$ cat config.mk
export PLATFORM = sky130hd
export DESIGN_NAME = barrett_reduce_pipe
export DESIGN_NICKNAME = d
export VERILOG_FILES = /design/src/rtl/barrett_reduce_pipe_pkg.sv /design/src/rtl/barrett_lane_pipe.sv /design/src/rtl/barrett_reduce_pipe.sv
export SDC_FILE = /design/constraint.sdc
export NUM_CORES = 2
export LEC_CHECK = 0
export CORE_ASPECT_RATIO = 0.8
export CORE_MARGIN = 2
export CORE_UTILIZATION = 45
export CTS_CLUSTER_DIAMETER = 200
export DETAILED_ROUTE_END_ITERATION = 8
export GPL_ROUTABILITY_DRIVEN = 0
export PLACE_DENSITY = 0.71
export SLEW_MARGIN = 0
export SYNTH_ARGS = -nofsm -noshare
export SYNTH_HDL_FRONTEND = slang
export SYNTH_SLANG_ARGS = --single-unit
$ cat constraint.sdc
create_clock -name clk_i -period 4.65 [get_ports clk_i]
set_input_delay 0.465 -clock clk_i [delete_from_list [all_inputs] [get_ports clk_i]]
set_output_delay 0.465 -clock clk_i [all_outputs]
set_load 0.05 [all_outputs]
$ cat src/rtl/barrett_reduce_pipe_pkg.sv
// Shared constants, mode encoding and width helper for the Barrett reduction pipeline.
// Defaults target the Kyber modulus with a 26-bit Barrett shift.
package pqc_barrett_pkg;

  localparam int KYBER_Q       = 3329;
  localparam int BARRETT_V     = 20159;
  localparam int BARRETT_SHIFT = 26;

  typedef enum logic {
    BARRETT_CENTRED   = 1'b0,
    BARRETT_CANONICAL = 1'b1
  } barrett_mode_e;

  // Width of a*V plus the rounding constant, with one bit of headroom for the sign.
  function automatic int barrett_prod_w(input int data_w, input int v);
    return data_w + $clog2(v) + 1;
  endfunction

endpackage

$ cat src/rtl/barrett_lane_pipe.sv
// One reduction lane: three datapath register stages sharing a single advance enable.
// Control (valid, tag, mode chain) lives in the parent; this lane is data only.
module barrett_lane_pipe #(
  parameter int DATA_W        = 16,
  parameter int Q             = pqc_barrett_pkg::KYBER_Q,
  parameter int BARRETT_V     = pqc_barrett_pkg::BARRETT_V,
  parameter int BARRETT_SHIFT = pqc_barrett_pkg::BARRETT_SHIFT
) (
  input  logic                           clk,
  input  logic                           rst_n,
  input  logic                           en,
  input  pqc_barrett_pkg::barrett_mode_e mode,
  input  logic signed [DATA_W-1:0]       a,
  output logic signed [DATA_W-1:0]       y
);
  import pqc_barrett_pkg::*;

  localparam int                       PROD_W  = barrett_prod_w(DATA_W, BARRETT_V);
  localparam logic signed [PROD_W-1:0] V_C     = PROD_W'(BARRETT_V);
  localparam logic signed [PROD_W-1:0] ROUND_C = PROD_W'(64'(1) << (BARRETT_SHIFT - 1));
  localparam logic [31:0]              Q_BITS  = 32'(Q);

  logic signed [PROD_W-1:0] p_d, p_q;
  logic signed [PROD_W-1:0] t;
  logic signed [PROD_W-1:0] tq;
  logic signed [DATA_W-1:0] a_q;
  logic signed [DATA_W-1:0] r_d, r_q;
  logic signed [DATA_W-1:0] y_d;

  // Stage 1: rounded Barrett product.
  assign p_d = PROD_W'(a) * V_C + ROUND_C;

  // Stage 2: quotient estimate, then t*Q as a sum of shifted copies of t.
  assign t = p_q >>> BARRETT_SHIFT;

  // NOTE: tq gets a value before the loop so every path assigns it and no latch is inferred.
  always_comb begin
    tq = '0;
    for (int i = 0; i < 32; i++) begin
      if (Q_BITS[i]) tq = tq + (t <<< i);
    end
  end

  assign r_d = DATA_W'(PROD_W'(a_q) - tq);

  // Stage 3: centred result is already in range; canonical folds negatives up by Q.
  assign y_d = (mode == BARRETT_CANONICAL && r_q[DATA_W-1]) ? r_q + DATA_W'(Q) : r_q;

  // NOTE: datapath registers are reset too, so data_o reads 0 out of reset rather than X;
  // state is updated with <= so every stage samples the previous stage's old value.
  always_ff @(posedge clk or negedge rst_n) begin
    if (!rst_n) begin
      p_q <= '0;
      a_q <= '0;
      r_q <= '0;
      y   <= '0;
    end else if (en) begin
      p_q <= p_d;
      a_q <= a;
      r_q <= r_d;
      y   <= y_d;
    end
  end

endmodule

$ cat src/rtl/barrett_reduce_pipe.sv
// Multi-lane, three-stage Barrett reduction mod Q with valid/ready on both sides.
// A global stall freezes every stage whenever the output beat is held by downstream.
module barrett_reduce_pipe #(
  parameter int LANES         = 4,
  parameter int DATA_W        = 16,
  parameter int Q             = pqc_barrett_pkg::KYBER_Q,
  parameter int BARRETT_V     = pqc_barrett_pkg::BARRETT_V,
  parameter int BARRETT_SHIFT = pqc_barrett_pkg::BARRETT_SHIFT,
  parameter int TAG_W         = 4
) (
  input  logic                    clk_i,
  input  logic                    rstn_i,
  input  logic                    valid_i,
  output logic                    ready_o,
  input  logic                    mode_i,
  input  logic [TAG_W-1:0]        tag_i,
  input  logic [LANES*DATA_W-1:0] data_i,
  output logic                    valid_o,
  input  logic                    ready_i,
  output logic [TAG_W-1:0]        tag_o,
  output logic [LANES*DATA_W-1:0] data_o
);
  import pqc_barrett_pkg::*;

  logic          adv;
  logic          v1_q, v2_q, v3_q;
  barrett_mode_e m1_q, m2_q;
  logic [TAG_W-1:0] t1_q, t2_q, t3_q;

  // Advance whenever the output slot is empty or being consumed this cycle.
  assign adv     = ~v3_q | ready_i;
  assign ready_o = adv;
  assign valid_o = v3_q;
  assign tag_o   = t3_q;

  always_ff @(posedge clk_i or negedge rstn_i) begin
    if (!rstn_i) begin
      v1_q <= 1'b0;
      v2_q <= 1'b0;
      v3_q <= 1'b0;
      m1_q <= BARRETT_CENTRED;
      m2_q <= BARRETT_CENTRED;
      t1_q <= '0;
      t2_q <= '0;
      t3_q <= '0;
    end else if (adv) begin
      v1_q <= valid_i;
      v2_q <= v1_q;
      v3_q <= v2_q;
      m1_q <= barrett_mode_e'(mode_i);
      m2_q <= m1_q;
      t1_q <= tag_i;
      t2_q <= t1_q;
      t3_q <= t2_q;
    end
  end

  // Stage-2 mode accompanies r into the final fold, so that is the copy lanes see.
  for (genvar k = 0; k < LANES; k++) begin : g_lane
    barrett_lane_pipe #(
      .DATA_W       (DATA_W),
      .Q            (Q),
      .BARRETT_V    (BARRETT_V),
      .BARRETT_SHIFT(BARRETT_SHIFT)
    ) u_lane (
      .clk  (clk_i),
      .rst_n(rstn_i),
      .en   (adv),
      .mode (m2_q),
      .a    (data_i[k*DATA_W +: DATA_W]),
      .y    (data_o[k*DATA_W +: DATA_W])
    );
  end

endmodule

Word level (Yosys, flattened, before mapping). Index checks and enable logic that the tools add are counted.

Output and inout port bits: 70. Input bits: 73. Register bits after elaboration: 337. Word-level logic and storage cells: 62.

Multiply operators: 4. Mux-type cells: 4. Reductions and logical operators: 4. $add $sub $neg: 24. Bitwise logic cells: 2.

Operators with widths (count): 32-bit by 27-bit adder with 32-bit output, second input constant (4); 16-bit by 16-bit multiplier with 32-bit output, second input constant (4); 15-bit by 16-bit adder with 16-bit output (4); 16-bit by 13-bit adder with 16-bit output, second input constant (4); 16-bit adder (4); 16-bit 2-to-1 mux (4); 16-bit subtractor (4); 6-bit by 14-bit adder with 15-bit output (4); 1-bit logical AND (4); 1-bit inverter (1); 1-bit bitwise OR (1).

Longest topological paths before layout.
Depth after elaboration: 4. Mapped depth: 21. Mapped depth without buffers: 21.

Cells and area by module. Synthesis repeated with hierarchy kept, for this count alone.

Cells, all modules: 4126. Area total of the unflattened synthesis: 39605.5 um^2.

Modules (own cells, without submodules): barrett_lane_pipe at g_lane[1].u_lane (sequential area each 1351.3 um^2, cells an instance 1038, area each 9851.9 um^2, times used 1); barrett_lane_pipe at g_lane[2].u_lane (sequential area each 1351.3 um^2, cells an instance 1038, area each 9798.1 um^2, times used 1); barrett_lane_pipe at g_lane[0].u_lane (sequential area each 1351.3 um^2, cells an instance 1006, area each 9644.2 um^2, times used 1); barrett_lane_pipe at g_lane[3].u_lane (sequential area each 1351.3 um^2, cells an instance 1007, area each 9624.2 um^2, times used 1); barrett_reduce_pipe (sequential area each 425.4 um^2, cells an instance 37, area each 686.9 um^2, times used 1).

Worst setup path before layout. OpenSTA, ideal clock, no wires.

Kind: input-to-reg. Start: input data_i[41]. End: register g_lane[2].u_lane.p_q[31]. Path buffers: 0. Arrival time: 5.456 ns. Required time: 4.521 ns. Setup time: 0.129 ns. Slack: -0.934 ns. Stages on the path: 21. Cell sequence: inv_1 -> fa_1 -> inv_1 -> fa_1 -> inv_1 -> fa_1 -> inv_1 -> fa_1 -> fa_1 -> inv_1 -> fa_1 -> inv_1 -> ha_1 -> a21o_1 -> a21o_1 -> a2111oi_0 -> o41ai_1 -> a211oi_1 -> a31oi_1 -> xor2_1 -> o21ai_1.

Longest elaborated chain between the ends: 2.

Ends and longest elaborated chain: from (decl) (line barrett_reduce_pipe.sv:17) `input logic [LANES*DATA_W-1:0] data_i,`; 16-bit by 16-bit multiplier with 32-bit output (line barrett_lane_pipe.sv:31) `assign p_d = PROD_W'(a) * V_C + ROUND_C;`; 32-bit by 27-bit adder with 32-bit output (line barrett_lane_pipe.sv:31); to (signal assigned) (line barrett_lane_pipe.sv:58) `p_q <= p_d;`; to (decl) (line barrett_lane_pipe.sv:23) `logic signed [PROD_W-1:0] p_d, p_q;`.

Every way passes these cells. A chain may end at the register's enable or synchronous reset.

Final worst setup path.
Start: input data_i[14]. End: register g_lane[0].u_lane.p_q[31].

Longest elaborated chain between the ends: 2.

Ends and longest elaborated chain (line): 16-bit by 16-bit multiplier with 32-bit output (barrett_lane_pipe.sv:31); 32-bit by 27-bit adder with 32-bit output (barrett_lane_pipe.sv:31); to (signal assigned) (barrett_lane_pipe.sv:58); to (decl) (barrett_lane_pipe.sv:23).

Every way passes these cells.

==> flow_metrics.py <==
metrics = {
    "grt": {
        "grt_antenna_before_repair": 0,
        "grt_pass1_vias": 29590,
        "grt_pass1_wl_mm": 151.2,
        "grt.overflow.total": 0,
        "grtUsageTotal_pct": 21.53,
        "grt_max_degree": 197,
    },
    "critical_path": {
        "path_cells": "buf_2 > inv_4 > fa_1 > inv_2 > fa_1 > inv_2 > fa_1 > inv_2 > fa_1 > fa_1 > inv_1 > fa_1 > inv_2 > ha_4 > nand3_4 > nor4_4 > o211a_1 > a32o_2 > a211oi_4 > o41ai_2 > xor2_1 > a21oi_1",
        "endpoint_kind": "flip-flop",
        "crit_family": "adder cells",
        "worstSetupStartpointType": "input port",
        "worst-path-stages": 22,
        "cpPeakStageDelay_ns": 0.55,
        "arrival_ns": 5.67,
        "cp_common_cell": "fa_1",
        "crit_fanout": 3,
        "r2r_cells": 11,
        "critical_path_class": "input port to flip-flop",
        "slowest_stage": "fa_1",
        "required_ns": 5.05,
        "worst-path-buf-inv": 7,
    },
    "placement": {
        "preCtsSetupSlack_ns": -1.749,
        "place_inst": 5598,
        "hpwl_mm": 73.89,
        "port_buffers": 142,
    },
    "yosys": {
        "ys_types": 73,
        "synth_edf_count": 0,
        "netlist_instances": 4042,
        "synth_area_mm2": 0.03810,
        "ys_seq_elements": 233,
        "synth_warnings": 0,
        "synth-async-reset-ratio_pct": 100.0,
        "syn-mean-instance-area_um2": 9.425,
        "synthFlopType": "dfrtp_1",
        "syn-num-nets": 5377,
        "seq_area_frac_synth_pct": 15.31,
    },
    "sta": {
        "worst_slack_ns": -0.6197,
        "fin_crit_sh_pct": 113.3,
        "whs_ns": 0.3542,
        "finalCriticalPeriod_ns": 5.270,
        "fmax_ghz": 0.1898,
        "final_hold_viol_count": 0,
        "fin_skew_ns": 0.01399,
        "rsz0062_at_grt": "true",
        "relSlewSlack_pct": 48.09,
        "max_slew.worst_pin.slew_ns": 0.7787,
        "setup_viol": 24,
        "finalMaxSlewViolations": 0,
    },
    "cells_and_area": {
        "post-route-util_pct": 55.80,
        "regArea_mm2": 0.005831,
        "final_cell_mix": "1,112 x inv_1, 581 x ha_1, 563 x fa_1",
        "post_route_cells_drive_above_1_share_pct": 18.95,
        "fin_nets": 5953,
        "num-fill-cells": 7194,
        "finalNonFillerCells": 5755,
        "multiInputGateArea_mm2": 0.02882,
        "final_common_cell": "inv_1",
        "syn_to_final_growth_pct": 22.93,
    },
    "floorplan": {
        "fp.dieW_um": 329.3,
        "ioPinCount": 143,
        "start_util_pct": 45.40,
        "dieArea_mm2": 0.08701,
        "die_h_um": 264.2,
        "coreArea_mm2": 0.08392,
        "row_count": 95,
    },
    "clock_network": {
        "clk_pin_slew_ns": 0.06,
        "cts_made_buffers": 29,
        "clk_latency_ns": 0.56,
        "clockBufferDepth": 3,
        "clock_sinks": 233,
        "htree_levels": 1,
        "root_buffer": "clkbuf_16",
        "cts_tree": "built",
    },
    "drt": {
        "wl_per_cell_um": 15.69,
        "drtPass1Iterations": 5,
        "num_vias": 27820,
        "drc": 0,
        "drt_wl_total_mm": 90.28,
        "ant_nets": 0,
        "drt_first_iter_violations": 1216,
        "vias_per_cell": 4.833,
    },
    "run_status": {
        "status": "finished with violations",
        "violations": "setup timing",
    },
    "run": {
        "maxCapViolations": 0,
    },
    "worst_hold_path": {
        "whs_path_depth": 4,
        "hold_path.class": "input port to flip-flop",
    },
}
[cell usage after synthesis, drive strengths merged, types with 19 or more instances]
library cell / number / area [um^2]
nand3: 37 / 185.2
o21a: 21 / 157.7
inv: 1219 / 4576
a21o: 31 / 232.7
nor3: 39 / 195.2
clkbuf: 57 / 214.0
nor2: 112 / 420.4
xor2: 54 / 473.0
ha: 646 / 8083
a21oi: 119 / 595.6
xnor2: 77 / 674.4
fa: 616 / 12330
a211oi: 19 / 147.6
nand2b: 20 / 125.1
nand4: 28 / 175.2
nand2: 311 / 1167
o21ai: 209 / 1046
dfrtp: 233 / 5831
[logic make-up after synthesis]
kind of cell	Yosys count	share of synthesized area, %
buffers and inverters	1280	12.61
adders and majority gates	1262	53.59
and+or+nand+nor	639	7.594
AOI/OAI and AO/OA	493	7.784
DFF	233	15.31
xor gates and xnor gates	131	3.012
muxes	4	0.1051
[metal layers]
layer	share of wire, %	vias to the layer above	GRT usage, %	wire [um]
met5	0	-	0	0
met4	2.0	0	3.943	1831
met3	4.9	119	3.236	4398
met2	45	450	34.46	41020
met1	48	13690	31.25	43030
li1	-	13560	-	-
[cell type report]
type | count | share of cell area [%]
Timing Repair Buffer | 606 | 11.06
Clock buffer | 40 | 1.745
Tap cell | 1115 | 2.979
Inverter | 1219 | 9.910
Clock inverter | 12 | 0.3180
Sequential cell | 233 | 12.45
Multi-Input combinational cell | 2529 | 61.53
Antenna cell | 1 | 0.005344
[repair_timing]
action	in CTS	in global routing
gates cloned	1	0
buffers inserted	96	14
endpoints found under the setup margin	24	25
hold endpoints to repair	67	0
hold buffers	1	0
pin swaps	215	116
resized for setup	475	106
[per-stage QoR]
step | setup TNS, ns | area, um^2
finish | -9.416 | 46830
CTS | -8.985 | 46470
floorplan | -13.46 | 38310
detailed placement | -37.18 | 43670
global placement | -34.87 | 43670
global route | -13.30 | 46830
[worst paths after layout]
path,startpoint,to,slack (ns)
setup reg to reg,g_lane[3].u_lane.p_q[31],g_lane[3].u_lane.r_q[15],0.98
max in group asynchronous,rstn_i,g_lane[3].u_lane.a_q[11],3.12
min in group asynchronous,rstn_i,g_lane[1].u_lane.y[2],0.47
setup / recovery,data_i[14],g_lane[0].u_lane.p_q[31],-0.62
hold / removal,data_i[27],g_lane[1].u_lane.a_q[11],0.35
hold reg to reg,v2_q,v2_q,0.46
[worst min-delay path: stages]
cell     delay (ns)
buf_6          0.11
inv_4          0.10
buf_4          0.11
o21ai_0        0.07
[state kept, by name, summed over array words and instances, names as in the netlist]
name / count
v1_q: 1
valid_o: 1
m1_q: 1
m2_q: 1
t1_q: 4
t2_q: 4
tag_o: 4
g_lane.u_lane.r_q: 64
g_lane.u_lane.y: 64
v2_q: 1
g_lane.u_lane.p_q: 28
g_lane.u_lane.a_q: 60
Power is not shown: default switching activity piles up to over one toggle a cycle in this logic, so the estimate is an artifact.
